$ cat src/rtl/apb_master_pkg.sv
// Shared types and constants for the APB master bridge.
// No logic; state encoding, default widths and timeout counter width only.
package apb_master_pkg;

    typedef enum logic [1:0] {
        ST_IDLE   = 2'd0,
        ST_SETUP  = 2'd1,
        ST_ACCESS = 2'd2,
        ST_RESP   = 2'd3
    } apb_state_e;

    localparam int APB_ADDR_W_DEF  = 32;
    localparam int APB_DATA_W_DEF  = 32;
    localparam int TO_CNT_W        = 8;
    localparam int TO_CYCLES_DEF   = 16;

    // APB transfers are word-sized; any nonzero byte offset is rejected locally.
    function automatic logic is_misaligned(input logic [1:0] addr_lsb);
        return addr_lsb != 2'b00;
    endfunction

endpackage

$ cat src/rtl/apb_master_timeout_cnt.sv
// ACCESS-phase wait counter: asserts expire on the wait cycle that would reach LIMIT.
// Latency: expire is combinational from the count and enable.
// Backpressure: none; counts only while enabled, clear has priority.
module apb_master_timeout_cnt
    import apb_master_pkg::*;
#(
    parameter int LIMIT = TO_CYCLES_DEF
) (
    input  logic clk,
    input  logic rst_n,
    input  logic clr,
    input  logic en,
    output logic expire
);

    localparam logic [TO_CNT_W-1:0] LAST = TO_CNT_W'(LIMIT - 1);

    logic [TO_CNT_W-1:0] cnt_q;

    always_ff @(posedge clk) begin
        if (!rst_n) begin
            cnt_q <= '0;
        end else if (clr) begin
            cnt_q <= '0;
        end else if (en) begin
            cnt_q <= cnt_q + 1'b1;
        end
    end

    // cnt_q holds completed waits, so this wait is the LIMIT-th one.
    assign expire = en && (cnt_q == LAST);

endmodule

$ cat src/rtl/apb_master_bridge.sv
// Valid/ready command to APB3 initiator, one outstanding transfer; optional ACCESS timeout (APB_MASTER_TIMEOUT_EN).
// Latency: accept N -> SETUP N+1, ACCESS N+2, response N+3 (+1 per wait state); misaligned -> response N+1.
// Backpressure: cmd_ready_o only in IDLE; response held in RESP until rsp_ready_i.
module apb_master_bridge
    import apb_master_pkg::*;
#(
    parameter int ADDR_W         = APB_ADDR_W_DEF,
    parameter int DATA_W         = APB_DATA_W_DEF,
    parameter int TIMEOUT_CYCLES = TO_CYCLES_DEF
) (
    input  logic              pclk_i,
    input  logic              rst_n_i,
    input  logic              cmd_valid_i,
    output logic              cmd_ready_o,
    input  logic              cmd_write_i,
    input  logic [ADDR_W-1:0] cmd_addr_i,
    input  logic [DATA_W-1:0] cmd_wdata_i,
    output logic              rsp_valid_o,
    input  logic              rsp_ready_i,
    output logic [DATA_W-1:0] rsp_rdata_o,
    output logic              rsp_err_o,
    output logic              rsp_timeout_o,
    output logic              psel_o,
    output logic              penable_o,
    output logic              pwrite_o,
    output logic [ADDR_W-1:0] paddr_o,
    output logic [DATA_W-1:0] pwdata_o,
    input  logic [DATA_W-1:0] prdata_i,
    input  logic              pready_i,
    input  logic              pslverr_i
);

    apb_state_e        state_q;
    apb_state_e        state_d;
    logic              to_expire;
    logic              cmd_acc;
    logic              cmd_bad;

    logic              pwrite_q;
    logic [ADDR_W-1:0] paddr_q;
    logic [DATA_W-1:0] pwdata_q;
    logic [DATA_W-1:0] rsp_rdata_q;
    logic              rsp_err_q;

    assign cmd_acc = (state_q == ST_IDLE) && cmd_valid_i;
    assign cmd_bad = is_misaligned(cmd_addr_i[1:0]);

    always_ff @(posedge pclk_i) begin
        if (!rst_n_i) begin
            state_q <= ST_IDLE;
        end else begin
            state_q <= state_d;
        end
    end

    always_comb begin
        state_d = state_q;
        case (state_q)
            ST_IDLE: begin
                if (cmd_valid_i) begin
                    state_d = cmd_bad ? ST_RESP : ST_SETUP;
                end
            end
            ST_SETUP:  state_d = ST_ACCESS;
            ST_ACCESS: begin
                if (pready_i || to_expire) begin
                    state_d = ST_RESP;
                end
            end
            ST_RESP: begin
                if (rsp_ready_i) begin
                    state_d = ST_IDLE;
                end
            end
            default:   state_d = ST_IDLE;
        endcase
    end

    // Outputs decode the state register only, so no input reaches an output combinationally.
    always_comb begin
        cmd_ready_o = 1'b0;
        psel_o      = 1'b0;
        penable_o   = 1'b0;
        rsp_valid_o = 1'b0;
        case (state_q)
            ST_IDLE:   cmd_ready_o = 1'b1;
            ST_SETUP:  psel_o      = 1'b1;
            ST_ACCESS: begin
                psel_o    = 1'b1;
                penable_o = 1'b1;
            end
            ST_RESP:   rsp_valid_o = 1'b1;
            default:   cmd_ready_o = 1'b0;
        endcase
    end

    always_ff @(posedge pclk_i) begin
        if (!rst_n_i) begin
            pwrite_q    <= 1'b0;
            paddr_q     <= '0;
            pwdata_q    <= '0;
            rsp_rdata_q <= '0;
            rsp_err_q   <= 1'b0;
        end else if (cmd_acc) begin
            pwrite_q    <= cmd_write_i;
            paddr_q     <= cmd_addr_i;
            pwdata_q    <= cmd_wdata_i;
            rsp_rdata_q <= '0;
            rsp_err_q   <= cmd_bad;
        end else if (state_q == ST_ACCESS) begin
            if (pready_i) begin
                rsp_err_q   <= pslverr_i;
                rsp_rdata_q <= (!pwrite_q && !pslverr_i) ? prdata_i : '0;
            end else if (to_expire) begin
                rsp_err_q   <= 1'b1;
                rsp_rdata_q <= '0;
            end
        end
    end

    assign pwrite_o    = pwrite_q;
    assign paddr_o     = paddr_q;
    assign pwdata_o    = pwdata_q;
    assign rsp_rdata_o = rsp_rdata_q;
    assign rsp_err_o   = rsp_err_q;

`ifdef APB_MASTER_TIMEOUT_EN
    logic rsp_to_q;

    apb_master_timeout_cnt #(
        .LIMIT (TIMEOUT_CYCLES)
    ) u_timeout_cnt (
        .clk    (pclk_i),
        .rst_n  (rst_n_i),
        .clr    (state_q == ST_SETUP),
        .en     ((state_q == ST_ACCESS) && !pready_i),
        .expire (to_expire)
    );

    always_ff @(posedge pclk_i) begin
        if (!rst_n_i) begin
            rsp_to_q <= 1'b0;
        end else if (cmd_acc) begin
            rsp_to_q <= 1'b0;
        end else if ((state_q == ST_ACCESS) && !pready_i && to_expire) begin
            rsp_to_q <= 1'b1;
        end
    end

    assign rsp_timeout_o = rsp_to_q;
`else
    logic unused_timeout_cfg;

    assign to_expire          = 1'b0;
    assign rsp_timeout_o      = 1'b0;
    assign unused_timeout_cfg = (TIMEOUT_CYCLES == 0);
`endif

endmodule

$ cat config.mk
export PLATFORM = sky130hd
export DESIGN_NAME = apb_master_bridge
export DESIGN_NICKNAME = d
export VERILOG_FILES = /design/src/rtl/apb_master_pkg.sv /design/src/rtl/apb_master_timeout_cnt.sv /design/src/rtl/apb_master_bridge.sv
export SDC_FILE = /design/constraint.sdc
export NUM_CORES = 1
export LEC_CHECK = 0
export ABC_AREA = 1
export ABC_CLOCK_PERIOD_IN_PS = 1600
export BUFFER_PORTS_ARGS = -buffer_cell sky130_fd_sc_hd__buf_2
export CAP_MARGIN = 25
export CORE_MARGIN = 4
export CORE_UTILIZATION = 30
export DETAILED_ROUTE_END_ITERATION = 7
export PLACE_DENSITY = 0.68
export RECOVER_POWER = 25
export SLEW_MARGIN = 40
export SYNTH_ARGS = -nofsm -noshare
export SYNTH_HDL_FRONTEND = slang
export SYNTH_HIERARCHICAL = 1
export SYNTH_SLANG_ARGS = --single-unit
$ cat constraint.sdc
create_clock -name pclk_i -period 1.6 [get_ports pclk_i]
set_input_delay 0.16 -clock pclk_i [delete_from_list [all_inputs] [get_ports pclk_i]]
set_output_delay 0.16 -clock pclk_i [all_outputs]
set_load 0.005 [all_outputs]
==> results of run 1 <==
-- flip-flops by register name, summed over array words and instances, names as in the netlist --
signal,flops
state_q,2
rsp_rdata_o,32
rsp_err_o,1
paddr_o,32
pwrite_o,1
pwdata_o,32
-- path summary, 6_finish.rpt --
path                        start  slack, ns              end  cells after the start
setup / recovery       state_q[1]       0.13   rsp_rdata_o[0]                      7
hold reg to reg   rsp_rdata_o[31]       0.47  rsp_rdata_o[31]                      2
hold / removal    cmd_wdata_i[17]       0.05     pwdata_o[17]                      3
setup reg to reg       state_q[1]       0.13   rsp_rdata_o[0]                      7
-- synthesized netlist by cell type --
library cell / n
conb_1: 1
buf_2: 9
a21oi_2: 30
clkbuf_1: 14
nand2_2: 32
ha_1: 4
nand3_1: 3
nor2_1: 133
dfxtp_1: 100
buf_6: 1
buf_8: 3
inv_1: 9
nor2b_2: 1
nand2_1: 49
or2_2: 1
inv_2: 1
buf_4: 5
o21ai_1: 7
a21oi_1: 3
nand4_1: 1
o21ai_0: 58
-- kinds of logic after synthesis --
| group | count (synthesis) | synth area share, % |
|---|---|---|
| AO/OA/AOI/OAI | 98 | 15.8 |
| adder cells (fa/ha/maj) | 4 | 1.31 |
| buffers and inverters | 42 | 6.01 |
| flip-flops | 100 | 52.6 |
| other | 1 | 0.0985 |
| AND/OR/NAND/NOR | 220 | 24.2 |
-- through the flow --
step	power (mW)	utilization (%)	setup WS, ns	cells	hold WS [ns]
finish	8.35	43.7	0.129	833	0.0491
CTS	8.52	44.0	0.0823	833	0.0321
detailed placement	6.11	41.3	0.106	817	0.405
global route	8.97	43.7	0.0119	833	0.0314
global placement	6.09	41.3	0.134	817	0.396
floorplan	4.91	-	0.223	465	0.296
-- layer usage --
metal,vias up,GRT usage [%],share of wire [%]
li1,1860,-,-
met1,1608,17.4,43
met2,136,22.7,46
met3,19,5.52,9.2
met4,0,6.02,2.0
met5,-,0,0
-- power by group --
group | leakage (nW) | internal [mW] | switching (mW)
clock | 0.161 | 1.42 | 0.944
combinational | 1.43 | 1.14 | 1.56
sequential | 0.820 | 3.02 | 0.260
total | 2.41 | 5.59 | 2.76
-- layout by cell type, fill, tap and decap left out, drive strengths merged --
| cell type | Yosys | final |
|---|---|---|
| or2 | 1 | 1 |
| clkinv | 0 | 1 |
| nor2b | 1 | 1 |
| ha | 4 | 4 |
| clkbuf | 14 | 42 |
| nand4 | 1 | 1 |
| buf | 18 | 185 |
| o21ai | 65 | 65 |
| conb | 1 | 1 |
| dfxtp | 100 | 100 |
| a21oi | 33 | 33 |
| nand2 | 81 | 81 |
| bufinv | 0 | 2 |
| inv | 10 | 12 |
| nor2 | 133 | 133 |
| nand3 | 3 | 3 |
-- layout make-up --
class	instances	area [µm²]	area share (%)
repair buffers	216	1170	22.0
clock buffers	11	243	4.55
clock inverters	5	82.6	1.55
well taps	168	210	3.94
flip-flops and latches	100	2000	37.5
inverters	10	37.5	0.704
multi-input cells	323	1580	29.7
-- worst min-delay path: stages --
cell	delay [ns]
buf_2	0.07
o21ai_1	0.05
nor2_1	0.07
-- timing repair --
item,in CTS,in global routing
setup endpoints to repair,0,27
gates resized for setup,0,1
buffers inserted,0,0
==> metrics.md, run 1 <==
| Metric | Value |
|---|---|
| Outcome | `finished, final reports clean` |
| Crit-path max FO | `32` |
| Layout cells sized above 1 | `39.7%` |
| First-pass GRT wire length | `16.6 mm` |
| Initial antenna violation count | `0` |
| Syn Area/Cell | `8.19 µm²` |
| Starting Density | `31.2%` |
| Dpl hpwl | `7.72 mm` |
| CP cell instances | `inv_1, ha_1, nand2_2, buf_6, nand2_1, buf_12, a21oi_1` |
| Core area | `0.0122 mm²` |
| Leak pwr | `2.41 nW` |
| TritonRoute pass-1 iters | `5` |
| Minimum clock period | `1.47 ns` |
| Area contributors post-synth | `dfxtp_1 53%, nor2_1 13%, o21ai_0 7.6%, a21oi_2 6.9%, nand2_2 5.3%` |
| Routed Antenna Nets | `0` |
| DIE AREA | `0.0146 mm²` |
| Clk sinks | `100` |
| WS Path Type | `register to register` |
| N_diodes | `0` |
| Avg WL per Cell | `12.8 µm` |
| Die Y | `121 µm` |
| Via count | `3,623` |
| Gate count after technology mapping | `465` |
| Fin. Hold Viols | `0` |
| Yosys warnings | `6` |
| Largest net degree at the start of global routing | `51` |
| PwrDens | `1570 mW/mm²` |
| Final Skew | `0.0112 ns` |
| Initial drt markers | `154` |
| Seq/Total Area, Yosys | `52.6%` |
| Die width | `121 µm` |
| Post-placement cell area | `0.00504 mm²` |
| Final setup vio count | `0` |
| Root Driver | `clkbuf_16` |
| CTS tree | `done` |
| Req. time, crit path | `1.88 ns` |
| CP Capture Type | `register` |
| IO Count | `206` |
| Largest stage delay on the critical path | `0.38 ns` |
| Slowest CP cell | `dfxtp_1` |
| Routed WL | `10.7 mm` |
| Fmax | `0.680 GHz` |
| Vias in the first global route | `3,383` |
| Number of fill cells in the layout | `1,300` |
| Max-slew violation count | `0` |
| Via density | `4.35` |
| Post-synthesis register bit count | `100` |
| Area Overhead vs Synth | `40.0%` |
| Clock slew at reported path FFs | `0.07 ns` |
| Num rows | `40` |
| Total track usage | `14.4%` |
| Hold Crit Class | `input pin to register` |
| Final #Nets | `767` |
| Startpoint types | `register` |
| Design area | `0.00533 mm²` |
| CTS HTree Levels | `3` |
| Crit path buffers/inverters | `3` |
| Synth Net Count | `572` |
| Worst IR drop on VDD | `0.000785 V` |
| Fin crit share | `92.0%` |
| GR Overflow Total | `0` |
| Max-Cap Viols | `0` |
| RSZ-0062 raised after global routing | `false` |
| Synth unique cells | `21` |
| Top-area cell type share of the netlist area | `52.6%` |
| Num CTS Buffers | `9` |
| CTS Hold Bufs | `0` |
| Area of the mapped netlist | `0.00381 mm²` |
| Clock Latency Late Sink | `0.35 ns` |
| Fin Setup TNS | `0 ns` |
| CP top delay family | `buffers and inverters` |
| CTS max path bufs | `2` |
| GPL Wtd Cong | `0.813` |
| Data arrival, critical path | `1.75 ns` |
| Area leader, netlist | `dfxtp_1` |
| Post-route DRC | `0` |
| IO buf count | `204` |
Note: power is estimated with default switching activity, not from simulation.
==> run 2, diff against run 1 <==
--- a/config.mk
+++ b/config.mk
@@ -5,14 +5,15 @@
 export SDC_FILE = /design/constraint.sdc
 export NUM_CORES = 1
 export LEC_CHECK = 0
-export ABC_AREA = 1
+export ABC_AREA = 0
 export ABC_CLOCK_PERIOD_IN_PS = 1600
 export BUFFER_PORTS_ARGS = -buffer_cell sky130_fd_sc_hd__buf_2
 export CAP_MARGIN = 25
 export CORE_MARGIN = 4
 export CORE_UTILIZATION = 30
 export DETAILED_ROUTE_END_ITERATION = 7
-export PLACE_DENSITY = 0.68
+export GPL_ROUTABILITY_DRIVEN = 0
+export PLACE_DENSITY = 0.69
 export RECOVER_POWER = 25
 export SLEW_MARGIN = 40
 export SYNTH_ARGS = -nofsm -noshare
==> metrics.md, run 2 <==
| Metric | Value |
|---|---|
| Outcome | `finished, final reports clean` |
| Largest stage delay on the critical path | `0.33 ns (-0.05 ns)` |
| Syn Area/Cell | `8.94 µm² (+9.2%)` |
| Fin Setup TNS | `0 ns (unchanged)` |
| Critical path origin | `state_q[1]` |
| CP cell instances | `buf_4, inv_1, ha_1, buf_4, buf_2` |
| Commonest cells after routing, fill and taps aside | `172 x buf_2, 135 x nand2_1, 100 x dfxtp_1` |
| CTS Hold Bufs | `0 (unchanged)` |
| RR Startpoint | `state_q[0]` |
| WHS | `0.0544 ns (+0.00528 ns)` |
| Worst R2R End | `rsp_rdata_o[16]` |
| Vias in the first global route | `3,484 (+3.0%)` |
| Num CTS Buffers | `9 (unchanged)` |
| CP dominant cell by count | `buf_4` |
| R2R Setup Slk | `0.12 ns (about the same)` |
| # Post-CTS Setup Buffers | `0 (unchanged)` |
| Clock Latency Late Sink | `0.34 ns (about the same)` |
| Largest net degree at the start of global routing | `66 (+29%)` |
| Fin crit share | `93.4% (+1.5 points)` |
| CTS tree | `done` |
| CTS HTree Levels | `3 (unchanged)` |
| Num rows | `40 (unchanged)` |
| Routed WL | `11.4 mm (+7.1%)` |
| Routed Antenna Nets | `0 (unchanged)` |
| DIE AREA | `0.0143 mm² (-1.5%)` |
| Switching part of the total | `32.9% (-0.14 points)` |
| End of the critical path | `cmd_ready_o` |
| Final setup vio count | `0 (unchanged)` |
| Clock Power Share | `27.5% (-0.8 points)` |
| Top_reg_cell synth | `dfxtp_1` |
| Initial drt markers | `194 (+26%)` |
| Cell count of the worst hold path | `3 (unchanged)` |
| EDFF count, synth | `0 (unchanged)` |
| Slowest CP cell | `dfxtp_1` |
| Cell Int Power | `4.88 mW (-13%)` |
| Top-area cell type share of the netlist area | `53.4% (+0.84 points)` |
| CTS max path bufs | `2 (unchanged)` |
| Crit-path max FO | `4 (-88%)` |
| Leak pwr | `2.32 nW (-3.8%)` |
| Psw | `2.40 mW (-13%)` |
| Data arrival, critical path | `1.33 ns (-0.42 ns)` |
| Total track usage | `14.4% (+0.070 points)` |
| Area leader, netlist | `dfxtp_1` |
| Dpl hpwl | `7.76 mm (+0.55%)` |
| Synth cell count leaders | `136 x nand2_1, 100 x dfxtp_1, 50 x a21boi_1` |
| Layout cells sized above 1 | `32.3% (-7.4 points)` |
| N_diodes | `0 (unchanged)` |
| Synth unique cells | `22 (+4.8%)` |
| Root Driver | `clkbuf_16` |
| WS Path Type | `register to output port` |
| TritonRoute pass-1 iters | `4 (-1)` |
| Final setup margin | `0.105 ns (-0.0234 ns)` |
| Fin. Hold Viols | `0 (unchanged)` |
| Cells on worst reg2reg path | `6 (-1)` |
| Async SR Flop Fraction | `0% (unchanged)` |
| Final Util | `42.7% (-0.93 points)` |
| Post-synthesis register bit count | `100 (unchanged)` |
| Clock slew at reported path FFs | `0.07 ns (about the same)` |
| First-pass GRT wire length | `16.9 mm (+1.5%)` |
| Clk sinks | `100 (unchanged)` |
| Max-Cap Viols | `0 (unchanged)` |
| Commonest non-fill, non-tap cell in the layout | `buf_2` |
| Via density | `4.57 (+5.1%)` |
| Gate count after technology mapping | `419 (-9.9%)` |
| Part of the power in combinational logic | `31.1% (-1.3 points)` |
| Area of the mapped netlist | `0.00375 mm² (-1.6%)` |
| CP Capture Type | `output port` |
| Post-place setup slack | `-0.121 ns (-0.228 ns)` |
| Max-slew violation count | `0 (unchanged)` |
| Req. time, crit path | `1.44 ns (-0.44 ns)` |
| Synth Net Count | `526 (-8.0%)` |
| Die width | `120 µm (-0.74%)` |
| Fmax | `0.669 GHz (-1.6%)` |
| Seq/Total Area, Yosys | `53.4% (+0.84 points)` |
| Post-route DRC | `0 (unchanged)` |
| Final #Nets | `721 (-6.0%)` |
| PwrDens | `1410 mW/mm² (-10%)` |
| Via count | `3,599 (-0.66%)` |
| Yosys warnings | `6 (unchanged)` |
| Avg WL per Cell | `14.5 µm (+13%)` |
| Area Overhead vs Synth | `38.1%` |
| Starting Density | `30.9% (-0.24 points)` |
| Die Y | `120 µm (-0.74%)` |
| Top-count cell post-synth | `nand2_1` |
| Minimum clock period | `1.49 ns (+0.0234 ns)` |
| Worst IR drop on VDD | `0.000567 V (-28%)` |
| Final Skew | `0.00643 ns (-0.00477 ns)` |
| Core area | `0.0121 mm² (-0.82%)` |
| IO Count | `206 (unchanged)` |
| GR Overflow Total | `0 (unchanged)` |
| Initial antenna violation count | `0 (unchanged)` |
| RSZ-0062 raised after global routing | `false` |
| IO buf count | `204 (unchanged)` |
| Flop pwr share | `41.3% (+2.0 points)` |
| Startpoint types | `register` |
| Hold Crit Class | `input pin to register` |
| Area contributors post-synth | `dfxtp_1 53%, nand2_1 14%, a21boi_1 10%, a22oi_1 6.4%, nor2_1 3.3%` |
-- run 2: power by group through the flow --
stage	logic (mW)	clock network, mW	registers [mW]
final	2.26	2.00	3.01
after global routing	2.54	2.19	3.05
after CTS	2.12	2.10	3.00
after detailed placement	2.12	0	3.06
after global placement	2.04	0	3.04
after floorplan	1.28	0	3.08
-- run 2: worst max-delay path, delay by kind of cell, from the launching register on --
kind | cells | cell delay [ns]
buffers and inverters | 4 | 0.46
flip-flops | 1 | 0.33
adder cells (fa/ha/maj) | 1 | 0.22
-- run 2: what timing repair did --
item	in CTS	in global routing
pin swaps	0	1
gates cloned	0	3
resized for setup	1	3
setup endpoints to repair	32	63
-- run 2: how the worst min path moves through the flow --
stage | from | endpoint
global route | cmd_addr_i[30] | paddr_o[30]
finish | cmd_wdata_i[21] | pwdata_o[21]
detailed placement | cmd_wdata_i[21] | pwdata_o[21]
CTS | cmd_wdata_i[21] | pwdata_o[21]
floorplan | cmd_addr_i[0] | paddr_o[0]
global placement | prdata_i[1] | rsp_rdata_o[1]
-- run 2: area by class of cell --
cell class / count / area, µm²
fill: 1211 / 6940
sequential: 100 / 2000
multi-input combinational: 284 / 1540
timing repair buffer: 215 / 1140
clock buffer: 13 / 250
tap: 168 / 210
clock inverter: 3 / 22.5
inverter: 4 / 15.0
-- run 2: metal layers --
metal | vias to the layer above | track usage, % | part of all wire (%)
li1 | 1770 | - | -
met1 | 1690 | 16.0 | 42
met2 | 125 | 25.1 | 49
met3 | 14 | 5.33 | 7.8
met4 | 0 | 5.51 | 1.4
met5 | - | 0 | 0
-- run 2: stage by stage --
step,power [mW],instances,cell area [µm²]
after floorplan,4.36,419,3750
after global placement,5.08,768,4870
after detailed placement,5.17,768,4870
after CTS,7.22,784,5140
after global routing,7.78,787,5170
final,7.27,787,5170
-- run 2: cells by family (layout without fill, tap and decap cells) --
family | Yosys count | after routing | share of synthesized area [%]
and+or+nand+nor | 172 | 173 | 17.6
AOI/OAI and AO/OA | 103 | 103 | 20.5
DFF | 100 | 100 | 53.4
buffers and inverters | 36 | 235 | 6.28
adders and majority gates | 4 | 4 | 1.34
muxes | 3 | 3 | 0.801
other | 1 | 1 | 0.100
==> run 3, diff against run 2 <==
--- a/config.mk
+++ b/config.mk
@@ -9,6 +9,7 @@
 export ABC_CLOCK_PERIOD_IN_PS = 1600
 export BUFFER_PORTS_ARGS = -buffer_cell sky130_fd_sc_hd__buf_2
 export CAP_MARGIN = 25
+export CORE_ASPECT_RATIO = 0.9
 export CORE_MARGIN = 4
 export CORE_UTILIZATION = 30
 export DETAILED_ROUTE_END_ITERATION = 7
==> metrics.md, run 3 (synthesis gave the netlist of run 2 again) <==
| Metric | Value |
|---|---|
| Worst IR drop on VDD | `0.000668 V (+18%)` |
| Data arrival, critical path | `1.71 ns (+0.38 ns)` |
| Commonest non-fill, non-tap cell in the layout | `buf_2` |
| Clock Latency Late Sink | `0.34 ns (about the same)` |
| N_diodes | `0 (unchanged)` |
| Via count | `3,556 (-1.2%)` |
| Clock Power Share | `28.1% (+0.6 points)` |
| GR Overflow Total | `0 (unchanged)` |
| Psw | `2.35 mW (-2.0%)` |
| Layout cells sized above 1 | `34.2% (+1.9 points)` |
| Req. time, crit path | `1.82 ns (+0.38 ns)` |
| Fin Setup TNS | `0 ns (unchanged)` |
| Fin. Hold Viols | `0 (unchanged)` |
| Dpl hpwl | `7.81 mm (+0.60%)` |
| Fin crit share | `92.9% (-0.51 points)` |
| CTS HTree Levels | `3 (unchanged)` |
| Root Driver | `clkbuf_16` |
| Final #Nets | `720 (-0.14%)` |
| Avg WL per Cell | `13.8 µm (-4.6%)` |
| Num CTS Buffers | `9 (unchanged)` |
| Starting Density | `30.9% (-0.032 points)` |
| Post-route DRC | `0 (unchanged)` |
| Max-slew violation count | `0 (unchanged)` |
| # Post-CTS Setup Buffers | `0 (unchanged)` |
| Via density | `4.58 (about the same)` |
| Routed WL | `10.8 mm (-5.8%)` |
| First-pass GRT wire length | `16.8 mm (-0.37%)` |
| End of the critical path | `rsp_rdata_o[27]` |
| IO buf count | `204 (unchanged)` |
| CP Capture Type | `register` |
| Switching part of the total | `32.9% (-0.044 points)` |
| PwrDens | `1390 mW/mm² (-1.3%)` |
| Die width | `126 µm (+5.0%)` |
| Num rows | `38 (-5.0%)` |
| Core area | `0.0121 mm² (+0.10%)` |
| R2R Setup Slk | `0.11 ns (about the same)` |
| Startpoint types | `register` |
| TritonRoute pass-1 iters | `4 (unchanged)` |
| Commonest cells after routing, fill and taps aside | `180 x buf_2, 135 x nand2_1, 100 x dfxtp_1` |
| Final Skew | `0.00332 ns (-0.00311 ns)` |
| Max-Cap Viols | `0 (unchanged)` |
| Cells on worst reg2reg path | `7 (+1)` |
| Minimum clock period | `1.49 ns (-0.00812 ns)` |
| RSZ-0062 raised after global routing | `true` |
| Critical path origin | `state_q[0]` |
| Routed Antenna Nets | `0 (unchanged)` |
| Area Overhead vs Synth | `37.3%` |
| Total power | `7.14 mW (-1.9%)` |
| Fmax | `0.673 GHz (+0.55%)` |
| Total track usage | `14.2% (-0.18 points)` |
| Vias in the first global route | `3,585 (+2.9%)` |
| Cell Int Power | `4.79 mW (-1.8%)` |
| Hold Crit Class | `input pin to register` |
| Clock slew at reported path FFs | `0.07 ns (about the same)` |
| DIE AREA | `0.0143 mm² (about the same)` |
| Worst R2R End | `rsp_rdata_o[27]` |
| Flop pwr share | `42.2% (+0.9 points)` |
| Final setup vio count | `0 (unchanged)` |
| Initial antenna violation count | `0 (unchanged)` |
| Final setup margin | `0.113 ns (+0.00812 ns)` |
| CTS max path bufs | `2 (unchanged)` |
| Outcome | `finished, final reports clean` |
| Clk sinks | `100 (unchanged)` |
| Initial drt markers | `165 (-15%)` |
| IO Count | `206 (unchanged)` |
| Crit-path max FO | `32 (+28)` |
| Part of the power in combinational logic | `29.6% (-1.5 points)` |
| Leak pwr | `2.34 nW (+0.90%)` |
| Die Y | `114 µm (-4.8%)` |
| CTS tree | `done` |
| WS Path Type | `register to register` |
| RR Startpoint | `state_q[0]` |
| Post-place setup slack | `-0.0752 ns (+0.0463 ns)` |
| Largest net degree at the start of global routing | `40 (-39%)` |
run 3: power groups by stage:
| stage | sequential [mW] | combinational (mW) | clock, mW |
|---|---|---|---|
| final | 3.01 | 2.11 | 2.01 |
| after global routing | 3.06 | 2.38 | 2.20 |
| after global placement | 3.05 | 2.05 | 0 |
| after detailed placement | 3.06 | 2.11 | 0 |
| after floorplan | 3.08 | 1.28 | 0 |
| after CTS | 3.01 | 2.12 | 2.09 |
run 3: timing repair:
action | 4_1_cts | 5_1_grt
pin swaps | 0 | 1
setup endpoints to repair | 32 | 83
cloned | 0 | 1
resized for setup | 1 | 6
hold buffers | 0 | 0
run 3: worst max-delay path: stages, from the launching register on:
cell	delay, ns
dfxtp_1	0.33
inv_1	0.12
ha_2	0.24
buf_4	0.13
nand2_1	0.08
buf_8	0.19
a22oi_1	0.21
nor2_1	0.07
run 3: final cells by class:
class	instances	area, µm²
clock buffers	9	225
repair buffers	214	1120
fillers	1231	6980
multi-input cells	284	1540
flip-flops and latches	100	2000
well taps	160	200
clock inverters	6	50.0
inverters	4	15.0
run 3: how the worst min path moves through the flow:
stage               startpoint             end  slack [ns]  depth (start not counted)
6_report        cmd_addr_i[22]     paddr_o[22]        0.05                          3
5_1_grt        cmd_wdata_i[17]    pwdata_o[17]        0.04                          3
4_1_cts         cmd_addr_i[22]     paddr_o[22]        0.03                          3
3_5_place_dp    cmd_addr_i[22]     paddr_o[22]        0.41                          3
3_3_place_gp       prdata_i[2]  rsp_rdata_o[2]        0.39                          3
2_1_floorplan    cmd_addr_i[0]      paddr_o[0]        0.29                          2
run 3: per-stage QoR:
step | utilization, % | instances | instance area, µm² | hold slack, ns
final | 42.4 | 777 | 5150 | 0.0471
after global routing | 42.4 | 777 | 5150 | 0.0380
after CTS | 42.4 | 776 | 5140 | 0.0296
after detailed placement | 40.1 | 761 | 4860 | 0.405
after global placement | 40.1 | 761 | 4860 | 0.394
after floorplan | - | 419 | 3750 | 0.295
run 3: layer usage:
metal  vias up  track usage, %  wire, µm
li1       1760               -         -
met1      1646            15.3      4170
met2       133            26.0      5540
met3        17            5.71       859
met4         0            4.15       194
met5         -               0         0
